File: src/rtl/uart_rx_ctrl.sv
// Oversampling UART receiver: 2-flop synchronizer, sample-tick divider, mid-bit sampling FSM.
// Define UART_RX_PARITY_EN to add an even-parity bit between data and stop.
module uart_rx_ctrl #(
  parameter int unsigned DIV        = 54,
  parameter int unsigned OVERSAMPLE = 16,
  parameter int unsigned DATA_BITS  = 8
) (
  input  logic                 clk,
  input  logic                 rst,
  input  logic                 rxd,
  output logic [DATA_BITS-1:0] rx_data,
  output logic                 vld_rx,
  output logic                 frm_err,
  output logic                 par_err,
  output logic                 busy
);

  localparam int unsigned DIV_W  = $clog2(DIV);
  localparam int unsigned SCNT_W = $clog2(OVERSAMPLE);
  localparam int unsigned BIDX_W = (DATA_BITS > 1) ? $clog2(DATA_BITS) : 1;

  localparam logic [DIV_W-1:0]  DIV_LAST  = DIV_W'(DIV - 1);
  localparam logic [SCNT_W-1:0] HALF_LAST = SCNT_W'(OVERSAMPLE / 2 - 1);
  localparam logic [SCNT_W-1:0] OS_LAST   = SCNT_W'(OVERSAMPLE - 1);
  localparam logic [BIDX_W-1:0] BIDX_LAST = BIDX_W'(DATA_BITS - 1);

  typedef enum logic [2:0] {
    IDLE,
    START,
    DATA,
`ifdef UART_RX_PARITY_EN
    PARITY,
`endif
    STOP,
    WAIT_HIGH
  } state_t;

  state_t                state_q, state_d;
  logic                  rxd_meta_q, rxs_q;
  logic [DIV_W-1:0]      div_q, div_d;
  logic [SCNT_W-1:0]     scnt_q, scnt_d;
  logic [BIDX_W-1:0]     bidx_q, bidx_d;
  logic [DATA_BITS-1:0]  shift_q, shift_d;
  logic [DATA_BITS-1:0]  rx_data_q, rx_data_d;
  logic                  vld_q, vld_d;
  logic                  frm_q, frm_d;
  logic                  tick;
`ifdef UART_RX_PARITY_EN
  logic                  par_q, par_d;
  logic                  par_err_q, par_err_d;
`endif

  assign tick  = (div_q == DIV_LAST);
  assign div_d = tick ? '0 : div_q + DIV_W'(1);

  always_comb begin
    state_d   = state_q;
    scnt_d    = scnt_q;
    bidx_d    = bidx_q;
    shift_d   = shift_q;
    rx_data_d = rx_data_q;
    vld_d     = 1'b0;
    frm_d     = 1'b0;
`ifdef UART_RX_PARITY_EN
    par_d     = par_q;
    par_err_d = 1'b0;
`endif
    case (state_q)
      IDLE: begin
        if (tick && !rxs_q) begin
          state_d = START;
          scnt_d  = '0;
        end
      end
      START: begin
        if (tick) begin
          if (scnt_q == HALF_LAST) begin
            scnt_d  = '0;
            bidx_d  = '0;
            state_d = rxs_q ? IDLE : DATA;
          end else begin
            scnt_d = scnt_q + SCNT_W'(1);
          end
        end
      end
      DATA: begin
        if (tick) begin
          if (scnt_q == OS_LAST) begin
            scnt_d          = '0;
            shift_d[bidx_q] = rxs_q;
            if (bidx_q == BIDX_LAST) begin
`ifdef UART_RX_PARITY_EN
              state_d = PARITY;
`else
              state_d = STOP;
`endif
            end else begin
              bidx_d = bidx_q + BIDX_W'(1);
            end
          end else begin
            scnt_d = scnt_q + SCNT_W'(1);
          end
        end
      end
`ifdef UART_RX_PARITY_EN
      PARITY: begin
        if (tick) begin
          if (scnt_q == OS_LAST) begin
            scnt_d  = '0;
            par_d   = rxs_q;
            state_d = STOP;
          end else begin
            scnt_d = scnt_q + SCNT_W'(1);
          end
        end
      end
`endif
      STOP: begin
        if (tick) begin
          if (scnt_q == OS_LAST) begin
            scnt_d = '0;
            // A low stop bit parks in WAIT_HIGH so a held break cannot look like a new start bit.
            if (!rxs_q) begin
              frm_d   = 1'b1;
              state_d = WAIT_HIGH;
            end else begin
              state_d = IDLE;
`ifdef UART_RX_PARITY_EN
              if (^{shift_q, par_q}) begin
                par_err_d = 1'b1;
              end else begin
                rx_data_d = shift_q;
                vld_d     = 1'b1;
              end
`else
              rx_data_d = shift_q;
              vld_d     = 1'b1;
`endif
            end
          end else begin
            scnt_d = scnt_q + SCNT_W'(1);
          end
        end
      end
      WAIT_HIGH: begin
        if (rxs_q) state_d = IDLE;
      end
      default: state_d = IDLE;
    endcase
  end

  always_ff @(posedge clk or posedge rst) begin
    if (rst) begin
      rxd_meta_q <= 1'b1;
      rxs_q      <= 1'b1;
      div_q      <= '0;
      state_q    <= IDLE;
      scnt_q     <= '0;
      bidx_q     <= '0;
      shift_q    <= '0;
      rx_data_q  <= '0;
      vld_q      <= 1'b0;
      frm_q      <= 1'b0;
`ifdef UART_RX_PARITY_EN
      par_q      <= 1'b0;
      par_err_q  <= 1'b0;
`endif
    end else begin
      rxd_meta_q <= rxd;
      rxs_q      <= rxd_meta_q;
      div_q      <= div_d;
      state_q    <= state_d;
      scnt_q     <= scnt_d;
      bidx_q     <= bidx_d;
      shift_q    <= shift_d;
      rx_data_q  <= rx_data_d;
      vld_q      <= vld_d;
      frm_q      <= frm_d;
`ifdef UART_RX_PARITY_EN
      par_q      <= par_d;
      par_err_q  <= par_err_d;
`endif
    end
  end

  assign rx_data = rx_data_q;
  assign vld_rx  = vld_q;
  assign frm_err = frm_q;
  assign busy    = (state_q != IDLE);
`ifdef UART_RX_PARITY_EN
  assign par_err = par_err_q;
`else
  assign par_err = 1'b0;
`endif

endmodule
File: config.mk
export PLATFORM = sky130hd
export DESIGN_NAME = uart_rx_ctrl
export DESIGN_NICKNAME = d
export VERILOG_FILES = /design/src/rtl/uart_rx_ctrl.sv
export SDC_FILE = /design/constraint.sdc
export NUM_CORES = 1
export LEC_CHECK = 0
export ABC_CLOCK_PERIOD_IN_PS = 4300
export CORE_MARGIN = 3
export CORE_UTILIZATION = 46
export DETAILED_ROUTE_END_ITERATION = 12
export GPL_TIMING_DRIVEN = 0
export HOLD_SLACK_MARGIN = 0.02
export PLACE_DENSITY = 0.65
export SLEW_MARGIN = 0
export SYNTH_ARGS = -nofsm -noshare
export SYNTH_HDL_FRONTEND = slang
export SYNTH_SLANG_ARGS = --single-unit
File: constraint.sdc
create_clock -name clk -period 4.3 [get_ports clk]
set_input_delay 0.43 -clock clk [delete_from_list [all_inputs] [get_ports clk]]
set_output_delay 0.43 -clock clk [all_outputs]
set_load 0.005 [all_outputs]
# Yosys cells after proc, flatten, opt, wreduce, memory -nomap -nowiden

Cells that the tools add are included.

Word-level logic and storage cells: 83
Bits of input ports: 3
Register bits: 36

Reductions and logical operators: 13
Eq/ne operators: 19
Add/sub/neg operators: 3
Multiplexer cells: 36
Order comparisons: 2

Operator list:

| operator                                                   | number |
|---|---|
| 2-to-1 mux 3 bit                                           | 15 |
| 2-to-1 mux 4 bit                                           | 5 |
| inequality test 2 bit, second input constant               | 10 |
| case mux 3 bit (5 select lines)                            | 1 |
| case mux 4 bit (3 select lines)                            | 1 |
| 2-to-1 mux 1 bit                                           | 9 |
| AND reduction 9 bit                                        | 1 |
| bitwise mux 8 bit                                          | 1 |
| AND reduction 4 bit                                        | 2 |
| adder 6 x 1 -> 6 bit, second input constant                | 1 |
| equality test 3 x 2 -> 1 bit, second input constant        | 2 |
| equality test 3 bit, second input constant                 | 2 |
| equality test 6 bit, second input constant                 | 1 |
| 2-to-1 mux 6 bit                                           | 1 |
| case mux 3 bit (2 select lines)                            | 1 |
| AND reduction 6 bit                                        | 1 |
| nonzero test 3 bit                                         | 2 |
| adder 4 x 1 -> 4 bit, second input constant                | 1 |
| equality test 4 x 3 -> 1 bit, second input constant        | 1 |
| equality test 4 bit, second input constant                 | 1 |
| less-than comparator 3 x 4 -> 1 bit, second input constant | 1 |
| adder 3 x 1 -> 3 bit, second input constant                | 1 |
| demux 1 bit (select 3 bit)                                 | 1 |
| equality test 3 x 1 -> 1 bit, second input constant        | 1 |
| other kinds (9)                                            | 10 |

# Longest topological paths before layout

Gate-level depths: netlist of run 1.

Word-level depth: 5
Depth in mapped cells: 7

# Least setup slack after synthesis of run 1

OpenSTA, ideal clock, no wires.

Kind: reg-to-reg
Start point: reg bidx_q[0]
End point: reg bidx_q[0]
Setup slack: 2,439 ps
Buffers on the path: 0
Data required time: 4,172 ps
Period minus slack after synthesis: 1,861 ps
Cell stages (with the launch flop): 6
Arrival time: 1,734 ps
Library setup time: 128 ps
Cell sequence: dfrtp_1 > ha_1 > ha_1 > o32a_1 > or3_1 > mux2_1

Longest elaborated chain between the ends: 5
Elaborated cells between the ends (all ways): 8
Classes of those cells: add/sub (1); eq/ne (2); mux (4); reduce/logical (1)

RTL lines:

| item                            | line | text |
|---|---|---|
| from (decl)                     | 42   | `logic [BIDX_W-1:0] bidx_q, bidx_d;` |
| from (signal assigned)          | 174  | `bidx_q <= bidx_d;` |
| adder 3 x 1 -> 3 bit            | 98   | `bidx_d = bidx_q + BIDX_W'(1);` |
| 2-to-1 mux 3 bit                | 91   | `if (bidx_q == BIDX_LAST) begin` |
| 2-to-1 mux 3 bit                | 88   | `if (scnt_q == OS_LAST) begin` |
| 2-to-1 mux 3 bit                | 87   | `if (tick) begin` |
| case mux 3 bit (2 select lines) | 68   | `case (state_q)` |

Parallel ways exist; a longest one is shown, timed or not. The select of a mux whose other input is x is not followed.
A chain may end at the register's enable or synchronous reset.

# Worst setup path after layout of run 1

Start point: reg state_q[0]
End point: out busy

Longest elaborated chain between the ends: 1

RTL lines:

| item                   | line | text |
|---|---|---|
| from (decl)            | 38   | `state_t state_q, state_d;` |
| from (signal assigned) | 172  | `state_q <= state_d;` |
| nonzero test 3 bit     | 189  | `assign busy = (state_q != IDLE);` |
| to (decl)              | 15   | `output logic busy` |

No other way between the ends.

==> run summary, run 1 <==
Unrepaired setup endpoints after global routing - false
Largest net degree at the start of global routing - 37
Via count - 1232
Post-layout min period - 2.35 ns
CP required - 3.87 ns
Placement Cell Area - 1940 um^2
Detail Route Antenna Nets - 0
Crit path capture type - output pin
Die Width - 67.7 um
Clock latency on the worst-skew pair - 0.28 ns
Number of global-route vias before repair - 1174
Final setup viols - 0
Critical path class - flip-flop to output pin
Mapped Cells - 157
Clock Skews - 0.00459 ns
Reg power frac - 0.577
Register-to-register setup slack - 2.29 ns
Clock buffer depth - 2
Static leakage - 0.941 nW
Drt wl/cell - 13.9 um
Multi-input logic area - 788 um^2
Worst Reg-to-Reg Cells - 5
Sw Pwr - 0.118 mW
Outcome - finished clean
Worst-path clk slew - 0.07 ns
ANT cells - 0
VDD IR-drop max - 0.200 mV
Die H - 67.7 um
IO Count - 15
Fmax - 425 MHz
Global-route wire length before repair - 5240 um
CP startpoint kind - flip-flop
Clk pwr share - 0.403
Post-synth top flop - dfrtp_1
Initial antenna violation count - 0
CTS buffer count - 5
Max-cap violation count - 0
H-Tree Depth - 2
Reg-to-Reg Start - bidx_q[0]$_DFFE_PP0P_
Synthesized area per cell - 11.1 um^2
CP max FO - 10
Routability cong. - 0.759
Hold buffers post-CTS - 0
Asr flop ratio synth - 1.00
Worst hold-check path type - flip-flop to flip-flop
Final period util - 0.547
Core Box Area - 3490 um^2
CTS Sinks - 36
Cell area after layout - 2030 um^2
Die ar. - 4580 um^2
GRT Total Usage - 0.156
Area Overhead vs Synth - 15.9%
Reg area - 903 um^2
Number of enable flip-flop cells after synthesis - 0
Syn_nets - 165
FF+latch count, synth - 36
Detailed Route Iter0 Violations - 62
Internal power - 0.474 mW
DRC - 0
Final Hold Viols - 0
Power share of the combinational group - 0.020
Row cnt - 21
Yosys top cell by area - dfrtp_1
Initial Utilization - 0.501
RR Endpoint - bidx_q[0]$_DFFE_PP0P_
Mapped Area - 1750 um^2
Postcts setup bufs - 0
TritonRoute pass-1 iters - 4
Worst Tran Pin Value - 0.715 ns
Root buf cell - clkbuf_8
Syn. warnings - 0
CTS tree - done
Post-DP HPWL - 2240 um
DR vias/cell - 5.50
Worst Path Arrival - 1.92 ns
Synth top area cells - dfrtp_1 49%, mux2_1 7.7%, mux2_2 3.9%, ha_1 3.6%, nand3_1 3.1%
# resized after CTS - 0
Post-synth top area share - 0.486
Power Density - 292 nW/um^2
Slew Limit Fails - 0
Seq/Total Area, Yosys - 0.516
Slew HR - 0.523
Layout cells sized above 1 - 0.163
Fill count - 298
Commonest cells in the netlist - 34 x dfrtp_1, 12 x mux2_1, 12 x nor2_1
Setup TNS - 0 ns
Count leader, synth - dfrtp_1
Nets - 185
CP startpoint - state_q[0]$_DFFE_PP0P_
Overflow after GRT - 0
Critical path destination - busy
PortBufs - 13
Routed WL - 3100 um
Distinct cells, synth - 41
Switch share - 0.199
## worst min path at each step
| stage | to | depth (start not counted) | slack, ns | from |
|---|---|---|---|---|
| floorplan | rxs_q$_DFF_PP1_ | 0 | 0.35 | rxd_meta_q$_DFF_PP1_ |
| global placement | rxs_q$_DFF_PP1_ | 0 | 0.35 | rxd_meta_q$_DFF_PP1_ |
| detailed placement | rxs_q$_DFF_PP1_ | 0 | 0.35 | rxd_meta_q$_DFF_PP1_ |
| CTS | rxs_q$_DFF_PP1_ | 0 | 0.36 | rxd_meta_q$_DFF_PP1_ |
| global route | rxs_q$_DFF_PP1_ | 0 | 0.36 | rxd_meta_q$_DFF_PP1_ |
| finish | rxs_q$_DFF_PP1_ | 0 | 0.36 | rxd_meta_q$_DFF_PP1_ |
## power groups by stage
stage          Combinational, mW  Clock (mW)  Sequential [mW]
2_1_floorplan            0.00817           0            0.347
3_3_place_gp              0.0124           0            0.348
3_5_place_dp              0.0125           0            0.348
4_1_cts                   0.0125       0.242            0.342
5_1_grt                   0.0140       0.261            0.341
6_report                  0.0121       0.238            0.342
## final cells by class
class                      instances  share of cell area
buffer                             6              0.0179
clock buffer                       8              0.0444
inverter                           6              0.0111
multi-input combinational        109               0.389
sequential                        36               0.445
tap                               46              0.0284
timing repair buffer              13              0.0642
## logic make-up after synthesis
| family | synth area share |
|---|---|
| AOI/OAI and AO/OA | 0.0579 |
| xor gates and xnor gates | 0.0200 |
| adders and majority gates | 0.0357 |
| buffers and inverters | 0.0336 |
| DFF | 0.516 |
| muxes | 0.133 |
| other | 0.00214 |
| and+or+nand+nor | 0.202 |
## through the flow
step                      setup slack (ns)  hold WS [ns]   util  instances  power [mW]
after floorplan                       2.44         0.345      -        157       0.356
after global placement                2.30         0.346  0.555        216       0.360
after detailed placement              2.29         0.348  0.555        216       0.360
after CTS                             1.95         0.357  0.580        224       0.596
after global routing                  1.87         0.359  0.580        224       0.616
final                                 1.95         0.356  0.580        224       0.592
## layout by cell type, fill, tap and decap left out, types with 2 or more instances in the layout
master / n
dfrtp_1: 34
clkdlybuf4s50_1: 13
nor2_1: 12
mux2_1: 12
nand2_1: 11
nand3_1: 11
nand4_1: 7
o21ai_0: 6
mux2_2: 6
clkbuf_8: 6
inv_1: 5
ha_1: 5
clkbuf_1: 4
nand2b_1: 3
mux2i_1: 3
xor2_1: 3
nor2b_1: 3
buf_2: 2
nor3_1: 2
or3_1: 2
o211ai_1: 2
a21oi_1: 2
and3_1: 2
dfstp_2: 2
## critical path: stages, from the launching register on
cell and delay (ns):
dfrtp_1 0.44, clkbuf_1 0.45, nor2_1 0.14, nand2_1 0.10
clkdlybuf4s50_1 0.50
## flip-flops by register name (all words and copies together) (netlist names)
name	count
div_q	6
rx_data	8
frm_err	1
rxd_meta_q	1
vld_rx	1
bidx_q	3
shift_q	8
scnt_q	4
state_q	3
rxs_q	1
## metal layers
layer / GRT usage / vias up / routed length, um
li1: - / 594 / -
met2: 0.248 / 21 / 1490
met3: 0.0399 / 5 / 125
met5: 0 / - / 0
met1: 0.198 / 612 / 1440
met4: 0.0759 / 0 / 48
Power figures use the tool's default switching activity.
==> run 2: changes to the inputs <==
ABC_CLOCK_PERIOD_IN_PS = 2150   (was 4300)
PLACE_DENSITY = 0.67   (was 0.65)
clock period = 2.15 ns   (was 4.3 ns; I/O delays follow)
==> run 2 against run 1 <==
Sequential power rose by 100%. Hold slack got worse by 0.021 ns. Critical path depth up 1. Sequential share of layout area shrank 0.81 points. Combinational power up 100%. Cell count unchanged. Flip-flop and latch count unchanged. Largest cell class unchanged. Count of clock-buffer cells in the layout is 1 lower. Worst setup slack got worse by 1.8 ns.
==> run summary, run 2 (synthesized netlist as in run 1, its figures left out) <==
ANT cells - 0 (unchanged)
Crit path capture type - flip-flop (was output pin)
Post-layout min period - 2.01 ns
Routed WL - 3060 um (was 3100 um)
CP max FO - 8 (was 10)
Critical path's slowest cell - dfrtp_1 (was clkdlybuf4s50_1)
Unrepaired setup endpoints after global routing - false (unchanged)
Nets - 185 (unchanged)
Detailed Route Iter0 Violations - 32 (was 62)
CP required - 2.32 ns (was 3.87 ns)
CTS Sinks - 36 (unchanged)
Slew HR - 0.523 (about the same)
DRC - 0 (unchanged)
Clock Skews - 0.00722 ns (was 0.00459 ns)
Number of global-route vias before repair - 1190 (was 1174)
Initial Utilization - 0.501 (unchanged)
Fill count - 295 (was 298)
CP startpoint kind - flip-flop (unchanged)
Worst Tran Pin Value - 0.714 ns (was 0.715 ns)
Overflow after GRT - 0 (unchanged)
CP Cell Sequence - ha_1 > ha_1 > o32a_1 > or3_1 > mux2_1 (was clkbuf_1 > nor2_1 > nand2_1 > clkdlybuf4s50_1)
Max-cap violation count - 0 (unchanged)
Worst-path clk slew - 0.07 ns (about the same)
Routability cong. - 0.859 (was 0.759)
Hold buffers post-CTS - 0 (unchanged)
Largest net degree at the start of global routing - 37 (unchanged)
Postcts setup bufs - 0 (unchanged)
Commonest non-fill, non-tap cell in the layout - dfrtp_1 (unchanged)
Area Overhead vs Synth - 18.0% (was 15.9%)
Post-DP HPWL - 2210 um (was 2240 um)
Root buf cell - clkbuf_8 (unchanged)
Most frequent cell on the critical path - ha_1
Die H - 67.7 um (unchanged)
CP peak stage delay - 0.46 ns (was 0.50 ns)
Outcome - finished clean (unchanged)
Tot Pwr - 1.35 mW (was 0.592 mW)
Final setup viols - 0 (unchanged)
IO Count - 15 (unchanged)
Global-route wire length before repair - 5440 um (was 5240 um)
Setup TNS - 0 ns (unchanged)
Power Density - 651 nW/um^2 (was 292 nW/um^2)
Row cnt - 21 (unchanged)
Core Box Area - 3490 um^2 (unchanged)
VDD IR-drop max - 0.365 mV (was 0.200 mV)
CTS tree - done (unchanged)
Detail Route Antenna Nets - 0 (unchanged)
Initial antenna violation count - 0 (unchanged)
Die ar. - 4580 um^2 (unchanged)
Final Hold Viols - 0 (unchanged)
Final period util - 0.934
Worst Path Arrival - 2.17 ns (was 1.92 ns)
Commonest cells after routing, fill and taps aside - 34 x dfrtp_1, 13 x clkdlybuf4s50_1, 12 x nor2_1, 12 x mux2_1 (unchanged)
Static leakage - 0.963 nW (was 0.941 nW)
GRT Total Usage - 0.163 (was 0.156)
H-Tree Depth - 2 (unchanged)
Critical path class - flip-flop to flip-flop (was flip-flop to output pin)
Fmax - 498 MHz
Slew Limit Fails - 0 (unchanged)
Worst hold-check path type - input port to flip-flop (was flip-flop to flip-flop)
Clock buffer depth - 2 (unchanged)
Layout cells sized above 1 - 0.180 (was 0.163)
Die Width - 67.7 um (unchanged)
Drt wl/cell - 13.6 um (was 13.9 um)
Via count - 1200 (was 1232)
TritonRoute pass-1 iters - 4 (unchanged)
PortBufs - 13 (unchanged)
CTS buffer count - 5 (unchanged)
Clock latency on the worst-skew pair - 0.29 ns (was 0.28 ns)
DR vias/cell - 5.36 (was 5.50)
[run 2: changes by cell type in the layout (fill, tap and decap cells not counted), sizes merged]
cell,delta
bufinv,+1
clkbuf,-1
[run 2: critical path: cells and delay by family (launching register included)]
kind,cells,cell delay [ns]
simple gates,1,0.33
fa+ha+maj,2,0.45
flops,1,0.46
compound gates,1,0.34
mux,1,0.32
[run 2: per-layer routing]
metal,vias up,track usage,share of wire
li1,589,-,-
met1,585,0.195,0.46
met2,22,0.266,0.49
met3,4,0.0399,0.042
met4,0,0.0886,0.011
met5,-,0,0
[run 2: worst paths after layout]
path | from | to | slack (ns) | cells after the start
worst max register to register | bidx_q[0]$_DFFE_PP0P_ | bidx_q[0]$_DFFE_PP0P_ | 0.14 | 5
worst min register to register | rxd_meta_q$_DFF_PP1_ | rxs_q$_DFF_PP1_ | 0.36 | 0
max in group asynchronous | rst | frm_err$_DFF_PP0_ | 1.32 | 2
min in group asynchronous | rst | rx_data[6]$_DFFE_PP0P_ | 0.36 | 2
worst max-delay path | bidx_q[0]$_DFFE_PP0P_ | bidx_q[0]$_DFFE_PP0P_ | 0.14 | 5
worst min-delay path | rxd | rxd_meta_q$_DFF_PP1_ | 0.33 | 1
[run 2: per-stage QoR]
| stage | utilization | hold WS, ns | setup WS (ns) | instances | area [um^2] |
|---|---|---|---|---|---|
| after floorplan | - | 0.219 | 0.289 | 157 | 1750 |
| after global routing | 0.591 | 0.332 | 0.0832 | 224 | 2070 |
| final | 0.591 | 0.335 | 0.143 | 224 | 2070 |
| after CTS | 0.591 | 0.329 | 0.0750 | 224 | 2060 |
| after global placement | 0.555 | 0.347 | 0.207 | 216 | 1940 |
| after detailed placement | 0.555 | 0.348 | 0.174 | 216 | 1940 |
[run 2: cell type report]
class	count	area, um^2	share of cell area
Tap cell	46	57.6	0.0279
Inverter	6	22.5	0.0109
Clock buffer	7	96.3	0.0466
Multi-Input combinational cell	109	788	0.382
Timing Repair Buffer	13	130	0.0630
Clock inverter	1	30.0	0.0145
Buffer	6	37.5	0.0182
Sequential cell	36	903	0.437
[run 2: what timing repair did]
item,CTS,global route
endpoints found under the setup margin,0,1
endpoints found under the hold margin,0,0
resized for setup,0,2
[run 2: power by group]
part	switching, mW	leakage (nW)	internal [mW]
registers	0.00253	0.482	0.681
clock network	0.229	0.0645	0.409
logic	0.0173	0.417	0.00689
total	0.249	0.963	1.10
==> run 3: changes to the inputs <==
CORE_MARGIN = 2   (was 3)
==> run 3 against run 2 <==
Count of clock-buffer cells in the layout increased by 1. Register-to-register slack about the same. Utilization is 3.6 points lower. Clock power shrank 23%. Fmax is 0.39% higher. Critical endpoint unchanged. Largest cell class unchanged. Combinational power about the same. Critical path type unchanged. Cell count rose by 0.89%.
==> run summary, run 3 (synthesized netlist as in run 1, its figures left out) <==
Number of global-route vias before repair - 1232 (was 1190)
Non-filler cells in the finished layout - 226 (was 224)
GRT Total Usage - 0.169 (was 0.163)
TritonRoute pass-1 iters - 4 (unchanged)
Drt wl/cell - 13.1 um (was 13.6 um)
CTS Sinks - 36 (unchanged)
Core Box Area - 3660 um^2 (was 3490 um^2)
Die Width - 65.7 um (was 67.7 um)
Layout cells sized above 1 - 0.169 (was 0.180)
Commonest non-fill, non-tap cell in the layout - dfrtp_1 (unchanged)
DR vias/cell - 5.37 (was 5.36)
Crit path capture type - flip-flop (unchanged)
Hold path startpoint - rxd (unchanged)
Global-route wire length before repair - 5450 um (was 5440 um)
Post-DP HPWL - 2180 um (was 2210 um)
Fmax - 500 MHz (was 498 MHz)
Initial antenna violation count - 0 (unchanged)
H-Tree Depth - 2 (unchanged)
Initial Utilization - 0.478 (was 0.501)
Final setup viols - 0 (unchanged)
Worst Path Arrival - 2.18 ns (was 2.17 ns)
Postcts setup bufs - 0 (unchanged)
ANT cells - 0 (unchanged)
Worst hold-check path type - input port to flip-flop (unchanged)
Final Hold Viols - 0 (unchanged)
Detail Route Antenna Nets - 0 (unchanged)
Root buf cell - clkbuf_8 (unchanged)
Placed cells - 218 (was 216)
PortBufs - 13 (unchanged)
Slew Limit Fails - 0 (unchanged)
Power Density - 589 nW/um^2 (was 651 nW/um^2)
CP max FO - 8 (unchanged)
Max-cap violation count - 0 (unchanged)
Row cnt - 22 (was 21)
DRC - 0 (unchanged)
Nets - 185 (unchanged)
Post-layout min period - 2.00 ns (was 2.01 ns)
Worst Tran Pin Value - 0.719 ns (was 0.714 ns)
CP startpoint kind - flip-flop (unchanged)
CTS buffer count - 5 (unchanged)
Clock buffer depth - 2 (unchanged)
Critical path class - flip-flop to flip-flop (unchanged)
Setup TNS - 0 ns (unchanged)
Outcome - finished clean (unchanged)
Overflow after GRT - 0 (unchanged)
CP required - 2.33 ns (was 2.32 ns)
Die ar. - 4310 um^2 (was 4580 um^2)
Detailed Route Iter0 Violations - 42 (was 32)
CTS tree - done (unchanged)
# resized after CTS - 0 (unchanged)
VDD IR-drop max - 0.371 mV (was 0.365 mV)
Slew HR - 0.520 (was 0.523)
Largest net degree at the start of global routing - 37 (unchanged)
Reg-to-Reg Start - bidx_q[0]$_DFFE_PP0P_ (unchanged)
Die H - 65.7 um (was 67.7 um)
Unrepaired setup endpoints after global routing - false (unchanged)
Worst-path clk slew - 0.07 ns (about the same)
Hold buffers post-CTS - 0 (unchanged)
Final period util - 0.930 (was 0.934)
Final hold slack - 0.331 ns (was 0.335 ns)
Clock Skews - 0.00685 ns (was 0.00722 ns)
CP startpoint - bidx_q[0]$_DFFE_PP0P_ (unchanged)
Clock latency on the worst-skew pair - 0.29 ns (about the same)
Via count - 1213 (was 1200)
Routability cong. - 0.808 (was 0.859)
Static leakage - 0.944 nW (was 0.963 nW)
Routed WL - 2970 um (was 3060 um)
IO Count - 15 (unchanged)
Area Overhead vs Synth - 16.1% (was 18.0%)
Commonest cells after routing, fill and taps aside - 34 x dfrtp_1, 13 x clkdlybuf4s50_1, 12 x nor2_1, 12 x mux2_1 (unchanged)
## run 3: cell types whose count changed in the layout (fill, tap and decap cells not counted)
cell / previous run / this run
bufinv_16: 1 / 0
clkbuf_8: 7 / 6
clkbuf_1: 1 / 3
## run 3: final timing paths
check                                    endpoint  slack (ns)  depth (start not counted)
max                         bidx_q[0]$_DFFE_PP0P_        0.15                          5
min                          rxd_meta_q$_DFF_PP1_        0.33                          1
max reg2reg                 bidx_q[0]$_DFFE_PP0P_        0.15                          5
min reg2reg                       rxs_q$_DFF_PP1_        0.36                          0
max in group asynchronous      div_q[3]$_DFF_PP0_        1.32                          2
min in group asynchronous  rx_data[6]$_DFFE_PP0P_        0.37                          2
## run 3: per-stage QoR
step | cell area (um^2) | power (mW) | setup slack (ns) | util
floorplan | 1750 | 0.711 | 0.289 | -
global placement | 1940 | 0.720 | 0.205 | 0.530
detailed placement | 1940 | 0.721 | 0.175 | 0.530
CTS | 2030 | 1.21 | 0.0647 | 0.555
global route | 2030 | 1.25 | 0.0730 | 0.555
finish | 2030 | 1.20 | 0.150 | 0.555
## run 3: per-layer routing
layer | routed length, um | up-vias | GRT usage
met5 | 0 | - | 0
met2 | 1380 | 17 | 0.280
met3 | 108 | 9 | 0.0360
li1 | - | 594 | -
met1 | 1410 | 593 | 0.203
met4 | 65 | 0 | 0.0938
## run 3: worst max-delay path: stages, from the launching register on
cell and delay [ns]:
dfrtp_1 0.46, ha_1 0.24, ha_1 0.19, o32a_1 0.35
or3_1 0.32, mux2_1 0.31
## run 3: cell type report
cell class                      instances  area (um^2)
Buffer                                  6         37.5
Clock buffer                            8         90.1
Fill cell                             319         1630
Inverter                                6         22.5
Multi-Input combinational cell        109          788
Sequential cell                        36          903
Tap cell                               48         60.1
Timing Repair Buffer                   13          130
## run 3: report_power, final
| group | switching, mW | leakage [nW] | internal, mW |
|---|---|---|---|
| Sequential | 0.00246 | 0.482 | 0.681 |
| Combinational | 0.0172 | 0.417 | 0.00691 |
| Clock | 0.228 | 0.0455 | 0.261 |
